--- src/rtl/fifo_param.sv ---
// Parametrised synchronous FIFO with occupancy count, watermarks and sticky error flags.
// Define FIFO_PARAM_REGOUT_EN for a registered q (one-cycle read latency) instead of show-ahead.
module fifo_param #(
  parameter int WIDTH    = 8,
  parameter int ADDR_W   = 4,
  parameter int AF_LEVEL = 12,
  parameter int AE_LEVEL = 2
) (
  input  logic              clock,
  input  logic              sclr,
  input  logic              wrreq,
  input  logic [WIDTH-1:0]  data,
  input  logic              rdreq,
  output logic [WIDTH-1:0]  q,
  output logic              full,
  output logic              empty,
  output logic              almost_full,
  output logic              almost_empty,
  output logic [ADDR_W:0]   usedw,
  output logic              overflow,
  output logic              underflow,
  input  logic              err_clr
);

  localparam int DEPTH = 2 ** ADDR_W;
  localparam logic [ADDR_W:0] AF_L = (ADDR_W + 1)'(AF_LEVEL);
  localparam logic [ADDR_W:0] AE_L = (ADDR_W + 1)'(AE_LEVEL);

  logic [WIDTH-1:0] r_mem [DEPTH];
  logic [ADDR_W:0]  r_wp;
  logic [ADDR_W:0]  r_rp;
  logic             r_ovf;
  logic             r_udf;

  logic [ADDR_W:0]  w_usedw;
  logic             w_full;
  logic             w_empty;
  logic             w_wr_ok;
  logic             w_rd_ok;

  // Status is decoded from the registered pointers only, never from the requests.
  assign w_usedw = r_wp - r_rp;
  assign w_empty = (r_wp == r_rp);
  assign w_full  = (r_wp[ADDR_W-1:0] == r_rp[ADDR_W-1:0]) && (r_wp[ADDR_W] != r_rp[ADDR_W]);
  assign w_wr_ok = wrreq && !w_full;
  assign w_rd_ok = rdreq && !w_empty;

  always_ff @(posedge clock) begin
    if (w_wr_ok) r_mem[r_wp[ADDR_W-1:0]] <= data;
  end

  // A set event in the same cycle as err_clr keeps the flag set.
  always_ff @(posedge clock or negedge sclr) begin
    if (!sclr) begin
      r_wp  <= '0;
      r_rp  <= '0;
      r_ovf <= 1'b0;
      r_udf <= 1'b0;
    end else begin
      if (w_wr_ok) r_wp <= r_wp + 1'b1;
      if (w_rd_ok) r_rp <= r_rp + 1'b1;
      r_ovf <= (wrreq && w_full)  || (r_ovf && !err_clr);
      r_udf <= (rdreq && w_empty) || (r_udf && !err_clr);
    end
  end

`ifdef FIFO_PARAM_REGOUT_EN
  logic [WIDTH-1:0] r_q;

  always_ff @(posedge clock or negedge sclr) begin
    if (!sclr) begin
      r_q <= '0;
    end else if (w_rd_ok) begin
      r_q <= r_mem[r_rp[ADDR_W-1:0]];
    end
  end

  assign q = r_q;
`else
  assign q = r_mem[r_rp[ADDR_W-1:0]];
`endif

  assign full         = w_full;
  assign empty        = w_empty;
  assign usedw        = w_usedw;
  assign almost_full  = (w_usedw >= AF_L);
  assign almost_empty = (w_usedw <= AE_L);
  assign overflow     = r_ovf;
  assign underflow    = r_udf;

endmodule

--- config.mk ---
export PLATFORM = sky130hd
export DESIGN_NAME = fifo_param
export DESIGN_NICKNAME = d
export VERILOG_FILES = /design/src/rtl/fifo_param.sv
export SDC_FILE = /design/constraint.sdc
export NUM_CORES = 1
export LEC_CHECK = 0
export CAP_MARGIN = 20
export CORE_ASPECT_RATIO = 1.2
export CORE_UTILIZATION = 40
export CTS_CLUSTER_DIAMETER = 30
export DETAILED_ROUTE_END_ITERATION = 7
export SLEW_MARGIN = 30
export SYNTH_ARGS = -nofsm -noshare
export SYNTH_HDL_FRONTEND = slang
export SYNTH_SLANG_ARGS = --single-unit
--- constraint.sdc ---
create_clock -name clock -period 3.8 [get_ports clock]
set_clock_uncertainty 0.05 [all_clocks]
set_input_delay 0.76 -clock clock [delete_from_list [all_inputs] [get_ports clock]]
set_output_delay 0.76 -clock clock [all_outputs]
set_load 0.01 [all_outputs]
**Word-level counts from Yosys, hierarchy flattened**

Memories as Yosys holds them, arrays and structs flattened.
Cells that the tools add are included.

- Flip-flop bits (word level): 12
- Bits in writable memories: 128
- Bits of input ports: 13
- Output and inout bits: 19
- Logic and storage cells: 27
- Memories: 1

Memory list:

| memory | words | width | rd ports | clocked after memory_dff | write ports | line | source |
|---|---|---|---|---|---|---|---|
| r_mem | 16 | 8 | 1 | 0 | 1 | 29 | `logic [WIDTH-1:0] r_mem [DEPTH];` |

- $add $sub $neg: 3
- Order comparisons: 2
- Equality and inequality tests: 3
- Mux-type cells: 2
- Reduce and logical (&&, ||, !) cells: 12

Operator list:

| operator | count |
|---|---|
| $add A5 B1 Y5 const B | 2 |
| $logic_and A1 B1 Y1 | 7 |
| $eq A5 B5 Y1 | 1 |
| $ge A5 B4 Y1 const B | 1 |
| $le A5 B2 Y1 const B | 1 |
| $sub A5 B5 Y5 | 1 |
| $eq A4 B4 Y1 | 1 |
| $logic_not A1 Y1 | 3 |
| $logic_or A1 B1 Y1 | 2 |
| $mux W1 | 2 |
| $ne A1 B1 Y1 | 1 |

**Longest topological paths before layout**

- Depth after elaboration: 6
- Mapped depth: 9
- Gate-level depth less buffers: 7

**Worst setup path after synthesis**

No wires, ideal clock.

- Path type: reg2reg
- Start point: reg r_rp[2]
- End point: mem r_mem[1][0] (enable)
- Library setup time: 0.395 ns
- Arrival: 2.644 ns
- Required time: 3.355 ns
- Path slack: 0.711 ns
- Stages on the path, launching flop included: 10
- Buffers on the path: 4
- Clock period less this slack: 3.089 ns
- Cell sequence: dfrtp_1 -> buf_2 -> buf_2 -> buf_2 -> inv_1 -> ha_1 -> nand4_1 -> buf_2 -> o21ai_1 -> nor4_1

- Longest elaborated chain between the ends: 6

RTL lines:

| element | line | source |
|---|---|---|
| from (decl) | 31 | `logic [ADDR_W:0] r_rp;` |
| from (signal assigned) | 61 | `if (w_rd_ok) r_rp <= r_rp + 1'b1;` |
| $eq A4 B4 Y1 | 44 | `assign w_full = (r_wp[ADDR_W-1:0] == r_rp[ADDR_W-1:0]) && (r_wp[ADDR_W] != r_rp[ADDR_W]);` |
| $logic_and A1 B1 Y1 | 44 |  |
| $logic_not A1 Y1 | 45 | `assign w_wr_ok = wrreq && !w_full;` |
| $logic_and A1 B1 Y1 | 45 |  |
| $mux W1 | 49 | `if (w_wr_ok) r_mem[r_wp[ADDR_W-1:0]] <= data;` |
| $mux W1 (implied by the code) | 49 |  |
| to (decl) | 29 |  |

Every way passes these cells.

**Worst setup path in the final report**

- Start point: reg r_wp[0]
- End point: out almost_empty

- Longest elaborated chain between the ends: 2

RTL lines:

| element | line | source |
|---|---|---|
| from (decl) | 30 | `logic [ADDR_W:0] r_wp;` |
| from (signal assigned) | 60 | `if (w_wr_ok) r_wp <= r_wp + 1'b1;` |
| $sub A5 B5 Y5 | 42 | `assign w_usedw = r_wp - r_rp;` |
| $le A5 B2 Y1 | 87 | `assign almost_empty = (w_usedw <= AE_L);` |
| to (decl) | 18 | `output logic almost_empty,` |

Every way passes these cells.

==> impl_metrics.tcl <==
set metrics [dict create \
    area_growth_pct 19.54 \
    startpoint_type "register" \
    synth_top_area_share_pct 65.95 \
    irDropWorstVdd_mv 0.3209 \
    synthAdderAreaFrac_pct 2.276 \
    power_density_mw_per_mm2 854.0 \
    hold_class "reg -> reg" \
    slowest_delay_ps 530 \
    ys_types 40 \
    synth_compound_area_share_pct 4.852 \
    drive_gt1_share_pct 20.58 \
    setup.worst_path.class "reg -> out" \
    setup_viol_count_final 0 \
    avgViaCountPerCell 5.553 \
    cts_hold_buf 0 \
    wl_per_cell_um 22.90 \
    tightest_slew_ps 907.3 \
    ant_nets 0 \
    slew_viol_final 0 \
    path_buf_inv 3 \
    grt_max_degree 44 \
    num_antenna_cells 0 \
    synthSimpleGateAreaFrac_pct 3.177 \
    whs_ps 461.2 \
    postCtsSetupBuffers 0 \
    synth_cells 317 \
    cts_sinks 140 \
    tns_ps 0 \
    synth_top_family_by_area "multiplexers" \
    cts_buffers 17 \
    cap_violations 0 \
    worstPathArrival_ps 2790 \
    multi_input_area_mm2 0.001534 \
    cp_common_cell "inv_1" \
    finalNetCount 389 \
    crit_path_end_kind "output pin" \
    ys_seq_area_share_pct 71.10 \
    timing.rr.end "r_mem[9][0]" \
    regToRegStartpoint "r_rp[3]" \
    synthesis.nets 340 \
    place_congestion 0.7675 \
    gr-total-overflow 0 \
    reg2reg_depth 6 \
    crit_slowest_cell "clkdlybuf4s50_1" \
    regArea_mm2 0.004145 \
    synth_commonest_cells "edfxtp_1, mux2i_1, mux4_2, nor2_1, inv_1" \
    dr.pass1.iters 8 \
    status "complete, but fails checks" \
    wl_mm 12.59 \
    fillers 1158 \
    drcViolationCount 5 \
    fin_crit_ps 3602 \
    die_x_um 112.2 \
    start_util_pct 41.64 \
    ys_top_cells_by_area "edfxtp_1, mux4_2, dfrtp_1, mux2i_1, ha_1" \
    synth-async-reset-ratio_pct 8.571 \
    ys_warn_count 0 \
    grt_use_total_pct 18.10 \
    critPathRequiredTime_ps 2990 \
    yosysMostFrequentCell "edfxtp_1" \
    die_y_um 134.2 \
    via_count 3054 \
    rsz0062_at_grt "no" \
    synth-xor-area-share_pct 1.911 \
    root_buffer "clkbuf_16" \
    path_max_fanout 4 \
    holdPathEnd "overflow" \
    slew-limit-headroom_pct 39.29 \
    cp_top_family "buffers and inverters" \
    insertion_delay_ps 410 \
    synth_area_mm2 0.005828 \
    finalCritPeriodShare_pct 94.78 \
    fp.dieArea_mm2 0.01506 \
    hpwl_mm 8.164 \
    synth_seq_cells 140 \
    port_buffers 31 \
    rrSetupSlack_ps 750 \
    ctsLongestPathBuffers 2 \
    cts_tree "yes" \
    hp-start "overflow" \
    grt_pass1_wl_mm 19.49 \
    htreeDepth 4 \
    clock.fmax_ghz 0.2777 \
    synth_top_cell_by_area "edfxtp_1" \
    leakage_nw 2.420 \
    drt_iter0_markers 180 \
    synthMuxAreaShare_pct 13.85 \
    io_pins 32 \
    core_mm2 0.01400 \
    critical_path.cell_chain "inv_1 -> ha_1 -> inv_1 -> fa_1 -> xnor2_2 -> a21boi_0 -> o221a_2 -> clkdlybuf4s50_1" \
    utilization_pct 49.78 \
    syn_avg_cell_area_um2 18.39 \
    hold_depth 1 \
    hold_viol 0 \
    clk_pin_slew_ps 60 \
    synth_edf_count 128 \
    ys.flop_type "edfxtp_1" \
    grt_pass1_vias 3260 \
    antenna_found_initial 0 \
    violations "DRC" \
    rows 47 \
]
through the flow:
step	setup WS [ps]	cells	power, mW	instance area (um2)
3_3_place_gp	693.2	518	4.352	6381
6_report	198.4	550	5.950	6967
2_1_floorplan	710.9	317	3.498	5828
4_1_cts	141.1	550	5.976	6954
5_1_grt	49.69	550	6.255	6967
3_5_place_dp	579.2	518	4.380	6384
kinds of logic (layout without fill, tap and decap cells):
logic type      Yosys count  after routing
buf+inv                  33             95
compound gates           36             36
mux                      50             50
flops                   140            140
fa+ha+maj                10             10
xor+xnor                 11             11
simple gates             37             37
flip-flops by register name, indices dropped and copies added (netlist names):
name       count
r_rp           5
underflow      1
r_wp           5
overflow       1
r_mem        128
worst max-delay path by stage:
| stage | slack [ps] | from | depth (start not counted) | end |
|---|---|---|---|---|
| 2_1_floorplan | 710 | r_rp[2] | 9 | r_mem[1][0] |
| 3_3_place_gp | 690 | r_wp[0] | 8 | almost_empty |
| 3_5_place_dp | 580 | r_wp[0] | 8 | almost_empty |
| 4_1_cts | 140 | r_wp[0] | 8 | almost_empty |
| 5_1_grt | 50 | r_wp[0] | 8 | almost_empty |
| 6_report | 200 | r_wp[0] | 8 | almost_empty |
layout make-up:
cell class / instances / share of cell area (%)
tap: 171 / 3.071
multi-input combinational: 144 / 22.02
inverter: 16 / 0.8621
sequential: 140 / 59.50
clock buffer: 22 / 6.519
timing repair buffer: 47 / 6.358
clock inverter: 10 / 1.670
worst register-to-register path: cells and delay by family (launching register included):
| kind | cells | cell delay [ps] |
|---|---|---|
| simple gates | 2 | 1000 |
| flops | 1 | 620 |
| buf+inv | 2 | 390 |
| fa+ha+maj | 1 | 370 |
| compound gates | 1 | 230 |
report_power, final:
part,internal (mW),total [mW],leakage [nW],switching [mW]
combinational,1.13,2.30,0.843,1.17
clock,0.984,1.59,0.276,0.610
sequential,1.89,2.05,1.30,0.164
placed cells by master, fill, tap and decap left out, types with 3 or more instances in the layout:
| cell | n |
|---|---|
| a21oi_1 | 3 |
| a221o_1 | 8 |
| and3_1 | 4 |
| buf_4 | 15 |
| clkbuf_1 | 4 |
| clkbuf_16 | 17 |
| clkdlybuf4s50_1 | 31 |
| clkinv_4 | 3 |
| dfrtp_1 | 11 |
| edfxtp_1 | 128 |
| ha_1 | 9 |
| inv_1 | 15 |
| mux2i_1 | 24 |
| mux4_2 | 24 |
| nor2_1 | 13 |
| nor2_2 | 3 |
| nor3_1 | 7 |
| nor4_1 | 4 |
| o211ai_1 | 5 |
| o22ai_1 | 8 |
| xnor2_1 | 8 |
per-layer routing:
layer  routed length, um  track usage [%]  up-vias
met5                   0                0        -
met3                 720            4.202        9
met4                 154            7.185        0
li1                    -                -     1368
met1                5257            22.67     1586
met2                6462            30.54       91
what timing repair did:
item	in CTS	in global routing
hold endpoints to repair	0	0
endpoints found under the setup margin	0	1
gates resized for setup	0	1
(Power assumes the default switching activity.)
